$ cat src/rtl/dmem_arb_pkg.sv
// Shared types and defaults for the data-memory port arbiter.
package dmem_arb_pkg;

  localparam int unsigned DMEM_AW = 32;
  localparam int unsigned DMEM_DW = 32;

  typedef enum logic {
    ST_ARB  = 1'b0,
    ST_LOCK = 1'b1
  } arb_state_e;

  typedef enum logic {
    OWN_CORE = 1'b0,
    OWN_LOAD = 1'b1
  } owner_e;

endpackage

$ cat src/rtl/dmem_arb_starve_cnt.sv
// Saturating loader wait counter. sat is high once the loader has been
// refused for MAX_WAIT consecutive arbitration cycles.
module dmem_arb_starve_cnt #(
  parameter int unsigned WAIT_W   = 4,
  parameter int unsigned MAX_WAIT = 8
) (
  input  logic clk,
  input  logic rst,
  input  logic inc,
  input  logic clr,
  output logic sat
);

  localparam logic [WAIT_W-1:0] MAX_W = WAIT_W'(MAX_WAIT);

  logic [WAIT_W-1:0] cnt_q, cnt_d;

  // Next count: clear wins, otherwise increment until saturated.
  always_comb begin
    cnt_d = cnt_q;
    if (clr)
      cnt_d = '0;
    else if (inc && (cnt_q != MAX_W))
      cnt_d = cnt_q + 1'b1;
  end

  // Counter register.
  always_ff @(posedge clk) begin
    if (rst) cnt_q <= '0;
    else     cnt_q <= cnt_d;
  end

  assign sat = (cnt_q == MAX_W);

endmodule

$ cat src/rtl/dmem_port_arbiter.sv
// Two-requester arbiter for the single data-memory port (core MEM stage vs
// loader/debug). Grants one access per cycle, muxes address/data/we onto the
// memory, and returns read data one cycle after the grant.
// Build option: DMEM_ARB_RR_EN selects round-robin arbitration; when
// undefined the core has fixed priority with a loader starvation counter.
module dmem_port_arbiter
  import dmem_arb_pkg::*;
#(
  parameter int unsigned AW       = DMEM_AW,
  parameter int unsigned DW       = DMEM_DW,
  parameter int unsigned MAX_WAIT = 8,
  parameter int unsigned WAIT_W   = 4
) (
  input  logic          clk,
  input  logic          rst,
  input  logic          c_req,
  input  logic          c_we,
  input  logic [AW-1:0] c_addr,
  input  logic [DW-1:0] c_wdata,
  output logic          c_gnt,
  output logic          c_rvalid,
  output logic [DW-1:0] c_rdata,
  input  logic          l_req,
  input  logic          l_we,
  input  logic          l_lock,
  input  logic [AW-1:0] l_addr,
  input  logic [DW-1:0] l_wdata,
  output logic          l_gnt,
  output logic          l_rvalid,
  output logic [DW-1:0] l_rdata,
  output logic          mem_we,
  output logic [AW-1:0] mem_addr,
  output logic [DW-1:0] mem_wdata,
  input  logic [DW-1:0] mem_rdata,
  output logic          stall_o
);

  arb_state_e    state_q, state_d;
  logic          load_wins;
  logic          c_rvalid_q, c_rvalid_d;
  logic          l_rvalid_q, l_rvalid_d;
  logic [DW-1:0] c_rdata_q, c_rdata_d;
  logic [DW-1:0] l_rdata_q, l_rdata_d;

`ifdef DMEM_ARB_RR_EN
  owner_e last_q, last_d;

  assign load_wins = (last_q == OWN_CORE);

  // Track the most recent owner; any grant, including in LOCK, updates it.
  always_comb begin
    last_d = last_q;
    if (c_gnt)      last_d = OWN_CORE;
    else if (l_gnt) last_d = OWN_LOAD;
  end

  // Last-owner register.
  always_ff @(posedge clk) begin
    if (rst) last_q <= OWN_CORE;
    else     last_q <= last_d;
  end
`else
  logic wait_inc;
  logic wait_clr;
  logic wait_sat;

  assign wait_inc  = (state_q == ST_ARB) & l_req & ~l_gnt;
  assign wait_clr  = l_gnt | ~l_req;
  assign load_wins = wait_sat;

  dmem_arb_starve_cnt #(
    .WAIT_W  (WAIT_W),
    .MAX_WAIT(MAX_WAIT)
  ) u_starve_cnt (
    .clk(clk),
    .rst(rst),
    .inc(wait_inc),
    .clr(wait_clr),
    .sat(wait_sat)
  );
`endif

  // Grant decision and ARB/LOCK next state.
  always_comb begin
    state_d = state_q;
    c_gnt   = 1'b0;
    l_gnt   = 1'b0;
    unique case (state_q)
      ST_ARB: begin
        l_gnt = l_req & (~c_req | load_wins);
        c_gnt = c_req & ~l_gnt;
        if (l_gnt && l_lock) state_d = ST_LOCK;
      end
      ST_LOCK: begin
        l_gnt = l_req;
        if (!l_lock) state_d = ST_ARB;
      end
      default: state_d = ST_ARB;
    endcase
  end

  // Memory-side mux: idle port parks on the core address with no write.
  always_comb begin
    mem_addr  = c_addr;
    mem_wdata = '0;
    mem_we    = 1'b0;
    if (l_gnt) begin
      mem_addr  = l_addr;
      mem_wdata = l_wdata;
      mem_we    = l_we;
    end else if (c_gnt) begin
      mem_addr  = c_addr;
      mem_wdata = c_wdata;
      mem_we    = c_we;
    end
  end

  // Read return: capture memory data for a granted read, else hold.
  always_comb begin
    c_rvalid_d = c_gnt & ~c_we;
    l_rvalid_d = l_gnt & ~l_we;
    c_rdata_d  = c_rvalid_d ? mem_rdata : c_rdata_q;
    l_rdata_d  = l_rvalid_d ? mem_rdata : l_rdata_q;
  end

  // State and read-return registers.
  always_ff @(posedge clk) begin
    if (rst) begin
      state_q    <= ST_ARB;
      c_rvalid_q <= 1'b0;
      l_rvalid_q <= 1'b0;
      c_rdata_q  <= '0;
      l_rdata_q  <= '0;
    end else begin
      state_q    <= state_d;
      c_rvalid_q <= c_rvalid_d;
      l_rvalid_q <= l_rvalid_d;
      c_rdata_q  <= c_rdata_d;
      l_rdata_q  <= l_rdata_d;
    end
  end

  assign c_rvalid = c_rvalid_q;
  assign l_rvalid = l_rvalid_q;
  assign c_rdata  = c_rdata_q;
  assign l_rdata  = l_rdata_q;
  assign stall_o  = c_req & ~c_gnt;

endmodule

$ cat config.mk
export PLATFORM = sky130hd
export DESIGN_NAME = dmem_port_arbiter
export DESIGN_NICKNAME = d
export VERILOG_FILES = /design/src/rtl/dmem_arb_pkg.sv /design/src/rtl/dmem_arb_starve_cnt.sv /design/src/rtl/dmem_port_arbiter.sv
export SDC_FILE = /design/constraint.sdc
export NUM_CORES = 1
export LEC_CHECK = 0
export BUFFER_PORTS_ARGS = -buffer_cell sky130_fd_sc_hd__buf_2
export CORE_AREA = 5 5 113 115
export DETAILED_ROUTE_END_ITERATION = 8
export DIE_AREA = 0 0 118 120
export GPL_ROUTABILITY_DRIVEN = 0
export PLACE_DENSITY_LB_ADDON = 0.12
export SETUP_SLACK_MARGIN = 0.4
export SYNTH_ARGS = -nofsm -noshare
export SYNTH_HDL_FRONTEND = slang
export SYNTH_SLANG_ARGS = --single-unit
export TNS_END_PERCENT = 50
$ cat constraint.sdc
create_clock -name clk -period 1.8 [get_ports clk]
set_input_delay 0.27 -clock clk [delete_from_list [all_inputs] [get_ports clk]]
set_output_delay 0.27 -clock clk [all_outputs]
set_load 0.01 [all_outputs]
* Yosys cells after proc, flatten, opt, wreduce, memory -nomap -nowiden
Index checks and enable logic that the tools add are counted.
Cells by class: add/sub/neg operators 1, multiplexer cells 10, equality and inequality tests 2, bitwise logic cells 17, reductions and logical operators 3
Operators with widths (number):
- 32-bit two-way mux | 3
- 1-bit NOT | 8
- 1-bit AND | 7
- 1-bit two-way mux | 5
- 4-bit by 1-bit adder with 4-bit output, second input constant | 1
- 4-bit equality test, second input constant | 1
- 4-bit inequality test, second input constant | 1
- 1-bit case mux with 2 select lines | 2
- 1-bit logical AND | 2
- 1-bit OR | 2
- 2-bit OR reduction | 1
Storage, ports and cells: bits of input ports 167, word-level logic and storage cells 39, register bits 71

* Depth between registers and ports, before layout
depth in word-level cells 8, mapped depth 7

* By module
From an unflattened synthesis, not the netlist that was laid out.
Second synthesis, totals: cell total of the unflattened synthesis 410, area, all modules 3757.4 µm²
Modules (own cells, without submodules):
- dmem_port_arbiter | area an instance 3533.4 µm², times used 1, cells each 385, sequential area each 1341.3 µm²
- dmem_arb_starve_cnt | area an instance 224.0 µm², times used 1, cells each 25, sequential area each 80.1 µm²

* Worst setup path before layout
OpenSTA, ideal clock, no wires.
path type register -> output, start point register u_starve_cnt.cnt_q[0], end point output port mem_addr[10], buffers on the path 1, stages on the path, launching flop included 7, required time 1530 ps, arrival 1623 ps, setup slack -93 ps, cells stage by stage dfxtp_1 -> inv_1 -> ha_1 -> and3b_1 -> o21ai_2 -> buf_2 -> mux2_2
On the way: word-level cells in the longest chain between the ends 5
RTL lines:
- start, declared | line dmem_arb_starve_cnt.sv:16 | logic [WAIT_W-1:0] cnt_q, cnt_d;
- start signal, assigned | line dmem_arb_starve_cnt.sv:30 | else cnt_q <= cnt_d;
- 4-bit equality test | line dmem_arb_starve_cnt.sv:33 | assign sat = (cnt_q == MAX_W);
- 1-bit OR | line dmem_port_arbiter.sv:90 | l_gnt = l_req & (~c_req | load_wins);
- 1-bit AND | line dmem_port_arbiter.sv:90
- 1-bit case mux with 2 select lines | line dmem_port_arbiter.sv:88 | unique case (state_q)
- 32-bit two-way mux | line dmem_port_arbiter.sv:107 | if (l_gnt) begin
- end, declared | line dmem_port_arbiter.sv:32 | output logic [AW-1:0] mem_addr,
Every way passes these cells.

* Final worst setup path
start point register u_starve_cnt.cnt_q[0], end point output port mem_wdata[4]
On the way: word-level cells in the longest chain between the ends 8, elaborated cells between the ends (all ways) 9, those cells by class 1 x eq/ne; 4 x mux; 4 x bitwise
RTL lines:
- 4-bit equality test * | line dmem_arb_starve_cnt.sv:33
- 1-bit OR * | line dmem_port_arbiter.sv:90
- 1-bit AND * | line dmem_port_arbiter.sv:90
- 1-bit NOT | line dmem_port_arbiter.sv:91 | c_gnt = c_req & ~l_gnt;
- 1-bit AND | line dmem_port_arbiter.sv:91
- 1-bit two-way mux | line dmem_port_arbiter.sv:88
- 32-bit two-way mux | line dmem_port_arbiter.sv:111 | end else if (c_gnt) begin
- 32-bit two-way mux * | line dmem_port_arbiter.sv:107
- end, declared | line dmem_port_arbiter.sv:33 | output logic [DW-1:0] mem_wdata,
Every way passes the cells marked *; elsewhere a longest branch is shown, timed or not.

==> metrics <==
Initial DRC Count 147; Final Skew 7.57 ps; Layout fillers 1,136; Mapped Area 3440 sq um; die width 118 um; largest net degree at the start of global routing 60; CP max-delay cell dfxtp_2; EDFF count, synth 0; Multi-input gate area 2040 sq um; final worst slack -462 ps; Post-Route WL 15,700 um; headroom to the max-slew limit 80.9%; most frequent CP cell buf_12; Final Util 52.2%; Yosys cell types 28; Rows 40; Ports 301; Clock Latency Late Sink 330 ps; Initial Util 29.4%; Final Net Count 834; clock transition at the registers of the reported paths 50 ps; CP startpoint kind flop; top_reg_cell synth dfxtp_1; critical path class flop to output pin; syn_nets 523; CTS root buffer clkbuf_16; mean area per synthesized cell 9.71 sq um; DRC Markers 0; Max Slew Vio Count 0; Synth Instances 354; core area 11,700 sq um; Final setup viols 67; max-cap violations 0; vias in the first global route 3,878; Peak supply drop 0.546 mV; FF/Latch Area 1430 sq um; CP arrival 1990 ps; Worst Path Required 1530 ps; GRT Util Overall 19.7%; crit path max fanout 17; Yosys top cell by area dfxtp_1; most instantiated cells after synthesis 96 x nand2_1, 71 x dfxtp_1, 64 x mux2i_1, 33 x a22o_1, 32 x mux2_2; RSZ-0062 raised after global routing yes; post-synthesis sequential area ratio 41.3%; Pleak 0.00333 uW; grt ovf 0; overall power 4620 uW; H-tree depth 3; Inserted Clock Buffers 9; failing checks negative setup slack; share of cells above drive strength 1 58.7%; Post-DP Area 5240 sq um; Final period util 126%; top cells by area, synth dfxtp_1 41%, mux2i_1 19%, mux2_2 10%, nand2_1 10%, a22o_1 8.4%; worst hold-check path type input pin to flop; Detailed Place HPWL 11,900 um; Die Span Y 120 um; Routed Antenna Nets 0; ant diodes 0; CTS max path bufs 2; drt wl/cell 19.3 um; First-pass DRT Iterations 4; Worst setup EP type output pin; Async S/R FF share, synth 0%; Synth Register Bits 71; Period minus WS final 2260 ps; Ys Warns 0; Slew @ Worst Pin 287 ps; routed vias/inst 4.75; count leader, synth nand2_1; I/O Buffers 300; Yosys top cell area share 41.3%; CTS tree done; Peak Freq 442 MHz; first-pass GRT wire length 22,100 um; initial antenna violation count 1; R2R setup slack 130 ps; pwr/cell area 756 nW/um^2; Hold Buf Count CTS 0; biggest cell delay along the critical path 330 ps; status finished, violations left; CTS sink cnt 71; via count 3,881; final hold vios 0; Area Overhead vs Synth 77.7%; CP Cell Sequence inv_2, ha_4, and3b_2, o21ai_4, buf_12, inv_4, buf_12, a22o_1, buf_2; Post-Route Setup TNS -28,190 ps; final instance area 6110 sq um; die area 14,200 sq um
## layout make-up
type / count / share of cell area (%)
clock inverter: 5 / 0.922
tap: 147 / 3.01
sequential: 71 / 23.3
timing repair buffer: 326 / 34.9
inverter: 5 / 0.348
clock buffer: 11 / 4.14
multi-input combinational: 252 / 33.3
## state kept, by name (all words and copies together) (netlist names)
register and count:
state_q 1, c_rvalid 1, l_rvalid 1, l_rdata 32, c_rdata 32, u_starve_cnt.cnt_q 4
## critical path: cells and delay by family, from the launching register on
family | cells | cell delay (ps)
buffers and inverters | 5 | 560
AO/OA/AOI/OAI | 2 | 400
AND/OR/NAND/NOR | 1 | 220
adder cells (fa/ha/maj) | 1 | 150
flip-flops | 1 | 330
## cell usage in the layout, fill, tap and decap left out, drive strengths merged, types with 2 or more instances in the layout
cell | Yosys | routed
a22o | 33 | 33
buf | 14 | 322
nand2 | 96 | 96
nor2 | 7 | 7
clkinv | 0 | 3
mux2 | 32 | 32
inv | 5 | 5
ha | 2 | 2
o21ai | 2 | 2
a21boi | 2 | 2
clkbuf | 12 | 15
nor2b | 2 | 2
dfxtp | 71 | 71
mux2i | 64 | 64
## power breakdown
group | internal [uW] | switching (uW) | total (uW) | leakage (uW)
logic | 623 | 525 | 1150 | 0.00260
registers | 1640 | 33.6 | 1680 | 0.000580
clock network | 1140 | 650 | 1790 | 0.000152
total | 3410 | 1210 | 4620 | 0.00333
## metrics by stage
stage	hold slack [ps]	instances	setup WS, ps
global route	176	817	-513
floorplan	342	354	18.3
global placement	440	792	-126
finish	181	817	-462
CTS	145	808	-484
detailed placement	447	792	-161
## worst paths after layout
path	startpoint	end	cells past startpoint
min	l_lock	state_q$_SDFF_PP0_	2
min reg2reg	c_rdata[31]$_SDFFE_PP0P_	c_rdata[31]$_SDFFE_PP0P_	2
max reg2reg	u_starve_cnt.cnt_q[0]$_SDFFE_PP0P_	c_rdata[13]$_SDFFE_PP0P_	7
max	u_starve_cnt.cnt_q[0]$_SDFFE_PP0P_	mem_wdata[4]	9
## kinds of logic (layout without fill, tap and decap cells)
family / Yosys count / count (layout) / synth area share (%)
DFF: 71 / 71 / 41.3
AOI/OAI and AO/OA: 39 / 39 / 9.86
xor gates and xnor gates: 2 / 2 / 0.510
adders and majority gates: 2 / 2 / 0.728
and+or+nand+nor: 113 / 113 / 13.7
muxes: 96 / 96 / 29.1
buffers and inverters: 31 / 347 / 4.77
## metal layers
metal	up-vias	part of all wire (%)	GRT usage (%)	wire, um
li1	1857	-	-	-
met1	1813	40	24.4	6340
met2	186	48	32.5	7510
met3	23	10	8.06	1650
met4	2	1.4	4.01	221
met5	-	0.083	0	13
## timing repair
action,4_1_cts,5_1_grt
pin swaps,5,13
buffers inserted,0,3
cloned,0,6
setup endpoints to repair,126,127
resized for setup,31,55
(Power assumes the default switching activity.)
